$ cat src/rtl/vdp_cpu_bridge.sv
// Host CPU strobe bridge for the VDP. It synchronizes the host read and write strobes and
// turns each host access into exactly one VDP request.
module vdp_cpu_bridge #(
  parameter int SYNC_STAGES    = 2,
  parameter int RELEASE_CYCLES = 3
) (
  input  logic        clk_w,
  input  logic        reset_n_w,
  input  logic        csr_n_i,
  input  logic        csw_n_i,
  input  logic [1:0]  mode_i,
  input  logic [7:0]  cd_i,
  input  logic [7:0]  vdp_dbi_i,
  output logic        req_o,
  output logic        wrt_o,
  output logic [15:0] adr_o,
  output logic [7:0]  dbo_o,
  output logic [7:0]  rd_data_o,
  output logic        cd_oe_o,
  output logic        busy_o,
  output logic        err_o
);

  localparam int CNT_W = 4;
  localparam logic [CNT_W-1:0] REL_MAX = CNT_W'(RELEASE_CYCLES);

  typedef enum logic [2:0] {
    ST_IDLE,
    ST_ISSUE,
    ST_CAPTURE,
    ST_RELEASE,
    ST_CONFLICT
  } state_t;

  state_t           state_q, state_d;
  logic [CNT_W-1:0] cnt_q, cnt_d, cnt_inc;
  logic [SYNC_STAGES-1:0] csr_sync_q, csw_sync_q;
  logic [1:0]       mode_q, mode_d;
  logic [7:0]       dbo_q, dbo_d;
  logic [7:0]       rd_data_q, rd_data_d;
  logic             wr_flag_q, wr_flag_d;
  logic             err_q, err_d;
  logic             rd, wr;

  // Both chains reset to 1 so that a strobe seen during reset looks like a fresh falling edge.
  always_ff @(posedge clk_w or negedge reset_n_w) begin
    if (!reset_n_w) begin
      csr_sync_q <= '1;
      csw_sync_q <= '1;
    end else begin
      csr_sync_q <= {csr_sync_q[SYNC_STAGES-2:0], csr_n_i};
      csw_sync_q <= {csw_sync_q[SYNC_STAGES-2:0], csw_n_i};
    end
  end

  assign rd = ~csr_sync_q[SYNC_STAGES-1];
  assign wr = ~csw_sync_q[SYNC_STAGES-1];

  always_ff @(posedge clk_w or negedge reset_n_w) begin
    if (!reset_n_w) begin
      state_q   <= ST_IDLE;
      cnt_q     <= '0;
      mode_q    <= '0;
      dbo_q     <= '0;
      rd_data_q <= '0;
      wr_flag_q <= 1'b0;
      err_q     <= 1'b0;
    end else begin
      state_q   <= state_d;
      cnt_q     <= cnt_d;
      mode_q    <= mode_d;
      dbo_q     <= dbo_d;
      rd_data_q <= rd_data_d;
      wr_flag_q <= wr_flag_d;
      err_q     <= err_d;
    end
  end

  assign cnt_inc = (cnt_q == REL_MAX) ? cnt_q : cnt_q + 1'b1;

  always_comb begin
    state_d   = state_q;
    cnt_d     = cnt_q;
    mode_d    = mode_q;
    dbo_d     = dbo_q;
    rd_data_d = rd_data_q;
    wr_flag_d = wr_flag_q;
    err_d     = 1'b0;
    case (state_q)
      ST_IDLE: begin
        cnt_d = '0;
        if (rd && wr) begin
          err_d   = 1'b1;
          state_d = ST_CONFLICT;
        end else if (rd ^ wr) begin
          mode_d    = mode_i;
          dbo_d     = cd_i;
          wr_flag_d = wr;
          state_d   = ST_ISSUE;
        end
      end
      ST_ISSUE: state_d = wr_flag_q ? ST_RELEASE : ST_CAPTURE;
      ST_CAPTURE: begin
        rd_data_d = vdp_dbi_i;
        state_d   = ST_RELEASE;
      end
      ST_RELEASE, ST_CONFLICT: begin
        // Any strobe activity restarts the quiet-time count, so a glitchy release never re-triggers.
        if (rd || wr) begin
          cnt_d = '0;
        end else if (cnt_inc == REL_MAX) begin
          cnt_d   = '0;
          state_d = ST_IDLE;
        end else begin
          cnt_d = cnt_inc;
        end
      end
      default: state_d = ST_IDLE;
    endcase
  end

  assign req_o     = (state_q == ST_ISSUE);
  assign wrt_o     = req_o & wr_flag_q;
  assign adr_o     = {14'b0, mode_q};
  assign dbo_o     = dbo_q;
  assign rd_data_o = rd_data_q;
  assign cd_oe_o   = ~csr_n_i;
  assign busy_o    = (state_q != ST_IDLE);
  assign err_o     = err_q;

endmodule

$ cat config.mk
export PLATFORM = sky130hd
export DESIGN_NAME = vdp_cpu_bridge
export DESIGN_NICKNAME = d
export VERILOG_FILES = /design/src/rtl/vdp_cpu_bridge.sv
export SDC_FILE = /design/constraint.sdc
export NUM_CORES = 1
export LEC_CHECK = 0
export CORE_MARGIN = 3
export CORE_UTILIZATION = 38
export CTS_CLUSTER_SIZE = 30
export DETAILED_ROUTE_END_ITERATION = 10
export PLACE_DENSITY = 0.75
export SETUP_SLACK_MARGIN = 0.15
export SYNTH_ARGS = -nofsm -noshare
export SYNTH_HDL_FRONTEND = slang
export SYNTH_SLANG_ARGS = --single-unit
export TNS_END_PERCENT = 30
$ cat constraint.sdc
create_clock -name clk_w -period 1.7 [get_ports clk_w]
set_input_delay 0.17 -clock clk_w [delete_from_list [all_inputs] [get_ports clk_w]]
set_output_delay 0.17 -clock clk_w [all_outputs]
set_load 0.005 [all_outputs]
==> flow_summary.yaml, run 1 <==
synth:
  ys_seq_elements: 31
  synth-simple-area-share: 0.109
  synth_top_family_by_area: "multiplexers"
  netlist_area_mm2: 0.00146
  avgSynthCellArea_um2: 12.1
  ys_seq_area_frac: 0.534
  synth_xor_area_frac: 0
  yosys-mux-area-fraction: 0.146
  synthCells: 121
  yosysWarnings: 0
  yosys.cell_types.count: 32
  synth_compound_area_frac: 0.0736
  synthAdderAreaFrac: 0.0257
routing:
  drt-met1-wl_um: 1240
  wl_met3_um: 232
  wl_per_cell_um: 13.8
  viasPerCell: 4.59
  drt-total-wl_um: 3110
  dr.pass1.iters: 4
  drc: 0
  highest_layer: "met4"
  drt.antenna.violating_nets: 0
  drtIter0Drc: 22
  via_count: 1037
  met2_length_um: 1590
sta:
  hold_viol: 0
  setup_violations: 0
  finalWorstSetupSlack_ps: 54.9
  fin_tns_setup_ps: 0
  min_period_over_period: 0.968
  max_freq_ghz: 0.608
  slew_violations: 0
  rsz0062_at_grt: "true"
  whs_ps: 276
  fin_crit_ps: 1650
  fin_worst_skew_ps: 5.04
clock_tree:
  cts_root_buf: "clkbuf_8"
  cts_buffers: 5
  postCtsHoldBufs: 0
  cts.sinks: 31
  clock_path_buffers: 2
  clk_pin_slew_ps: 60
  cts_max_level: 2
  cts_tree: "built"
  insertion_delay_ps: 280
critical_path:
  cp-start-kind: "register"
  crit_path_max_fanout: 5
  crit_buf_inv: 2
  worstSetupPathType: "reg -> reg"
  crit_path_frequent_cell: "buf_6"
  slowest_delay_ps: 430
  cp_slowest_cell: "dfrtp_2"
  arrival_ps: 1850
  r2r_start: "state_q[1]$_DFFE_PN0P_"
  startpoint: "state_q[1]$_DFFE_PN0P_"
  crit_chain: "buf_6 > buf_6 > or3b_4 > a21boi_4 > a31oi_4 > mux2i_1"
  worstPathRequired_ps: 1900
  endpoint_kind: "register"
  cp_top_family: "flip-flops"
floorplan:
  core_mm2: 0.00352
  die_area_mm2: 0.00463
  io_pins: 59
  fp-row-count: 21
  die_w_um: 68.0
  start_util: 0.415
  fp.dieH_um: 68.0
final_layout:
  layout_common_cells: "clkdlybuf4s50_1, dfrtp_1, conb_1"
  nets: 204
  multi_input_area_um2: 701
  num-fill-cells: 279
  mostFrequentLayoutCell: "clkdlybuf4s50_1"
  final_cell_area_mm2: 0.00218
  drive_above_1_share: 0.339
  area_growth_pct: 49.4
  seq_area_um2: 782
  diodes: 0
power:
  power.density_mw_per_mm2: 1430
  total_power_mw: 3.12
  clockPowerShare: 0.174
  p_seq_frac: 0.382
  power_frac_comb: 0.443
  switching_share: 0.289
  p_switching_mw: 0.901
  p_int_mw: 2.21
  leakage_nw: 0.974
  worst_ir_drop_vdd_uv: 1010
place:
  port_buffers: 44
  gp_congestion: 0.756
  hpwl_um: 2210
  dp_slack_ps: -49.1
  place_area_mm2: 0.00196
grt:
  grt_antenna_before_repair: 0
  grt_use_total: 0.147
  grt_max_degree: 32
  first_global_vias: 1086
  overflow: 0
  grt_pass1_wl_um: 5000
flow_run:
  cap_violations: 0
status:
  status: "finished clean"
min_path:
  hp-class: "in -> async"
[sequential cells by signal, summed over array words and instances, names as in the netlist]
signal,count
cnt_q,4
csr_sync_q,2
csw_sync_q,2
dbo_o,8
err_o,1
mode_q,2
rd_data_o,8
state_q,3
wr_flag_q,1
[power by group through the flow]
stage               logic (mW)  registers, mW  clock network, mW
CTS                       1.30           1.19              0.563
detailed placement        1.22           1.20                  0
global placement          1.19           1.18                  0
floorplan                0.595           1.18                  0
finish                    1.38           1.19              0.543
global route              1.49           1.24              0.590
[per-stage QoR]
step                      utilization  instances
after floorplan                     -        134
after global placement          0.557        212
after detailed placement        0.557        212
after CTS                       0.603        222
after global routing            0.620        226
final                           0.620        226
[cells in the mapped netlist]
cell,n,area [um^2]
mux2_1,6,67.6
nor3b_1,1,7.51
buf_6,1,11.3
ha_1,3,37.5
o31ai_1,1,7.51
nor2b_1,4,25.0
conb_1,1,3.75
a21boi_1,1,7.51
a21boi_4,1,18.8
nand3b_1,2,15.0
nand2b_1,2,12.5
dfstp_2,4,105
inv_1,7,26.3
and2_1,3,18.8
nand2_1,5,18.8
buf_4,15,113
a21o_1,1,7.51
o22ai_1,2,12.5
a211oi_1,1,7.51
mux2_2,12,135
mux2i_1,1,10.0
nand3_1,4,20.0
buf_2,2,10.0
or3b_4,1,11.3
nor3_2,1,10.0
a21oi_1,4,20.0
nor3b_2,1,12.5
o21ai_0,3,15.0
a31oi_1,1,6.26
o21ai_1,1,5.00
dfrtp_1,27,676
nor2_1,2,7.51
[cells by family (layout without fill, tap and decap cells)]
kind of cell,Yosys count,after routing
mux,19,19
simple gates,26,26
other cells,1,14
flops,31,31
compound gates,16,16
buf+inv,25,71
fa+ha+maj,3,3
[layout make-up]
class                           instances  share of cell area
Sequential cell                        31               0.358
Multi-Input combinational cell         78               0.321
Timing Repair Buffer                   56               0.244
Clock buffer                            5              0.0315
Tap cell                               46              0.0264
Inverter                                7              0.0120
Clock inverter                          3             0.00688
[what timing repair did]
action | in CTS | in global routing
buffers inserted | 2 | 4
gates cloned | 0 | 0
pin swaps | 4 | 5
resized for setup | 18 | 10
endpoints found under the setup margin | 20 | 20
[final timing paths]
kind / to / slack, ps / depth (start not counted)
max in group asynchronous: csw_sync_q[0]$_DFF_PN1_ / 1100 / 2
min reg2reg: csw_sync_q[1]$_DFF_PN1_ / 360 / 0
min: dbo_o[4]$_DFFE_PN0P_ / 280 / 2
max: cnt_q[0]$_DFFE_PN0P_ / 50 / 6
max reg2reg: cnt_q[0]$_DFFE_PN0P_ / 50 / 6
min in group clk_w: csw_sync_q[0]$_DFF_PN1_ / 300 / 1
[layer usage]
layer,GRT usage,up-vias
met5,0,-
met4,0.0670,0
met3,0.0525,5
met2,0.237,38
met1,0.174,501
li1,-,493
Power figures use the tool's default switching activity.
==> run 2, diff against run 1 <==
Settings changed: SLEW_MARGIN set to 10.
==> results of run 2 <==
The final DEF is identical to that of run 1; final timing and power are the same.
==> run 3, diff against run 2 <==
Settings changed: CTS_CLUSTER_DIAMETER set to 30, SLEW_MARGIN 10 to 25.
==> results of run 3 <==
The final DEF is identical to that of run 1; final timing and power are the same.
==> patch 1 (config.mk and constraints of run 3) <==
Remove the register `err_q`: a continuous assignment takes its place, so the output `err_o` follows one clock earlier.
--- a/src/rtl/vdp_cpu_bridge.sv
+++ b/src/rtl/vdp_cpu_bridge.sv
@@ -65,5 +65,4 @@
       rd_data_q <= '0;
       wr_flag_q <= 1'b0;
-      err_q     <= 1'b0;
     end else begin
       state_q   <= state_d;
@@ -73,7 +72,8 @@
       rd_data_q <= rd_data_d;
       wr_flag_q <= wr_flag_d;
-      err_q     <= err_d;
     end
   end
+
+  assign err_q = err_d;
 
   assign cnt_inc = (cnt_q == REL_MAX) ? cnt_q : cnt_q + 1'b1;
Formal check against the unedited RTL: not equivalent (Yosys sat finds a counterexample within 4 cycles, from zero or initial values and one cycle with reset_n_w low).
==> patch 1 against run 3 <==
Sequential cell count is 1 lower; area after synthesis decreased by 1.7%; clock skew down 0.0016 ns; non-clock buffer count shrank 1; largest power group unchanged; critical path depth fell by 1; critical endpoint is now dbo_o[4]; cell area down 2.3%; via count shrank 0.96%; die area fell by 1.6%; setup slack better by 0.068 ns; synthesized cell count fell by 0.83%; maximum frequency rose by 4.3%; wire length fell by 2.6%; combinational power fell by 9%; power hardly changed.
==> patch 1: results <==
set metrics [dict create \
    finalNonFillerCells 224 \
    final_net_count 202 \
    ir_drop_mv 0.954 \
    synthMuxAreaShare_pct 14.8 \
    drive_gt1_share_pct 31.5 \
    ctsHtreeMaxLevel 2 \
    via_per_inst 4.58 \
    grt_max_degree 31 \
    place_inst 211 \
    syn_avg_cell_area_um2 12.0 \
    place_area_um2 1930 \
    clock_latency_ns 0.27 \
    grt_use_total_pct 15.1 \
    hp-class "input port to async pin" \
    yosysSeqAreaShare_pct 52.6 \
    pre_cts_slack_ns -0.0661 \
    cp_max_fo 12 \
    synthArstFlopShare_pct 100 \
    slowest_stage "dfstp_2" \
    grt_pass1_vias 1074 \
    gp_routability_congestion 0.802 \
    initialDrtViolationCount 24 \
    synthAdderAreaFrac_pct 2.61 \
    leakagePower_nw 0.949 \
    cts.clk_slew.worst_paths_ns 0.06 \
    yosys-top-cells-area "dfrtp_1, mux2_2, buf_4, dfstp_2, mux2_1" \
    dp_hpwl_um 2190 \
    grt_pass1_wl_um 4920 \
    p_sw_w 0.000840 \
    synth_common_cells "dfrtp_1, buf_4, mux2_2, inv_1, mux2_1" \
    io_buffers 44 \
    dr.pass1.iters 3 \
    arrival_ns 1.73 \
    finClkSkew_ns 0.00347 \
    critical_path.max_stage_delay_ns 0.54 \
    outcome "completed" \
    fmax_mhz 634 \
    wl_um 3030 \
    synth_compound_area_share_pct 7.49 \
]
## patch 1: power groups by stage
stage,clock (W),sequential (W),combinational (W)
after floorplan,0,0.00116,0.000595
after global placement,0,0.00117,0.00118
after detailed placement,0,0.00118,0.00121
after CTS,0.000708,0.00118,0.00124
after global routing,0.000744,0.00123,0.00134
final,0.000686,0.00118,0.00125
## patch 1: final cells by class
class	count	area (µm²)
Clock buffer	7	76.3
Clock inverter	1	30.0
Fill cell	260	1360
Inverter	7	26.3
Multi-Input combinational cell	78	658
Sequential cell	30	759
Tap cell	46	57.6
Timing Repair Buffer	55	526
## patch 1: layer usage
layer / up-vias / global-route usage (%) / share of wire [%]
met2: 43 / 23.2 / 50
met3: 6 / 6.82 / 7.1
li1: 488 / - / -
met5: - / 0 / 0
met4: 0 / 8.10 / 2.4
met1: 490 / 17.4 / 41
## patch 1: metrics by stage
step / TNS, ns / util (%)
floorplan: 0 / -
finish: 0 / 61.0
CTS: 0 / 60.3
global placement: -0.0134 / 55.4
detailed placement: -0.272 / 55.4
global route: 0 / 61.0
## patch 1: cell families after synthesis
kind of cell | Yosys count
DFF | 30
AOI/OAI and AO/OA | 16
buffers and inverters | 25
and+or+nand+nor | 26
adders and majority gates | 3
other | 1
muxes | 19
## patch 1: final timing paths
kind / cells past startpoint / end / start / slack, ns
max: 5 / dbo_o[4] / csr_sync_q[1] / 0.12
min: 2 / dbo_o[0] / reset_n_w / 0.28
max reg2reg: 5 / dbo_o[4] / csr_sync_q[1] / 0.12
min reg2reg: 0 / csr_sync_q[1] / csr_sync_q[0] / 0.36
max in group asynchronous: 2 / csw_sync_q[1] / reset_n_w / 1.11
min in group clk_w: 1 / csw_sync_q[0] / csw_n_i / 0.30
## patch 1: repair_timing
action                                 CTS  global route
endpoints found under the hold margin    0             0
resized for setup                       17             4
setup endpoints to repair               18            20
pin swaps                                7             1
buffers inserted                         3             2
## patch 1: critical path, delay by kind of cell, from the launching register on
kind | cells | cell delay [ns]
flip-flops | 1 | 0.54
AND/OR/NAND/NOR | 2 | 0.32
multiplexers | 1 | 0.31
adder cells (fa/ha/maj) | 1 | 0.25
buffers and inverters | 1 | 0.05
==> patch 2 (flow settings as in run 3) <==
Without the edit above. `SYNC_STAGES`: 2 -> 4.
--- a/src/rtl/vdp_cpu_bridge.sv
+++ b/src/rtl/vdp_cpu_bridge.sv
@@ -2,5 +2,5 @@
 // turns each host access into exactly one VDP request.
 module vdp_cpu_bridge #(
-  parameter int SYNC_STAGES    = 2,
+  parameter int SYNC_STAGES    = 4,
   parameter int RELEASE_CYCLES = 3
 ) (
Formal check against the unedited RTL: not equivalent (a bounded check fails within 4 cycles, from zero or initial values and one cycle with reset_n_w low).
==> patch 2 against run 3 <==
The flow now finishes with violations (setup timing); area after synthesis rose by 11%; die area rose by 10%; sequential cell count rose by 4; setup slack got worse by 0.064 ns; critical path depth fell by 3; power rose by 0.87%; cell area rose by 6.0%; wire length rose by 15%; combinational power fell by 7%; critical path type unchanged; largest cell class unchanged; largest power group unchanged.
==> patch 2: results <==
set metrics [dict create \
    outcome "finished, violations left" \
    violations "setup timing" \
    routed-wl-met2_um 1830 \
    leakagePower_nw 1.03 \
    grt_max_degree 36 \
    vias 1130 \
    place_area_um2 2120 \
    grt_use_met2_pct 23.9 \
    top_layer_used "met4" \
    dr_wl_met3_um 220 \
    met3_usage_pct 6.03 \
    r2r_end "mode_q[1]" \
    antenna_found_initial 0 \
    setup_viol 6 \
    cp_max_fo 6 \
    rr_worst_depth 3 \
    grt_pass1_wl_um 5800 \
    finalSetupTns_ns -0.0389 \
    wl_per_cell_um 15.0 \
    pre_cts_slack_ns -0.107 \
    cts_resized 18 \
    drt-met1-wl_um 1470 \
    finClkSkew_ns 0.00152 \
    synth_common_cells "dfrtp_1, buf_4, mux2_2" \
    use_met1_pct 17.1 \
    grt_pass1_vias 1214 \
    critPathTopFamily "simple AND/OR/NAND/NOR gates" \
    yosysSeqAreaShare_pct 54.4 \
    gp_routability_congestion 0.738 \
    dp_hpwl_um 2400 \
    yosys-top-cells-area "dfrtp_1, dfstp_2, mux2_4, mux2_2, buf_4" \
    slowest_stage "or3_4" \
    fin_ws_ns -0.00887 \
    drive_gt1_share_pct 32.8 \
    ir_drop_mv 0.889 \
]
-- patch 2: layout make-up --
class	instances	area [µm²]
inverter	8	30.0
timing repair buffer	56	527
fill	321	1740
multi-input combinational	82	723
tap	50	62.6
clock inverter	2	12.5
sequential	35	886
clock buffer	6	72.6
-- patch 2: power breakdown --
group	switching, W	total (W)	internal (W)
sequential	0.000156	0.00126	0.00111
combinational	0.000416	0.00129	0.000871
clock	0.000307	0.000593	0.000286
total	0.000879	0.00314	0.00226
-- patch 2: stage by stage --
stage | instances | hold slack, ns
after floorplan | 142 | -0.126
after global placement | 228 | 0.346
after detailed placement | 228 | 0.348
after CTS | 239 | 0.283
after global routing | 239 | 0.292
final | 239 | 0.290
-- patch 2: cells by family (layout without fill, tap and decap cells) --
group,Yosys count,in the layout,synth area share [%]
flops,35,35,54.4
simple gates,27,28,11.0
buf+inv,26,72,10.2
compound gates,19,19,7.60
mux,18,18,14.3
fa+ha+maj,3,3,2.30
other cells,1,14,0.230
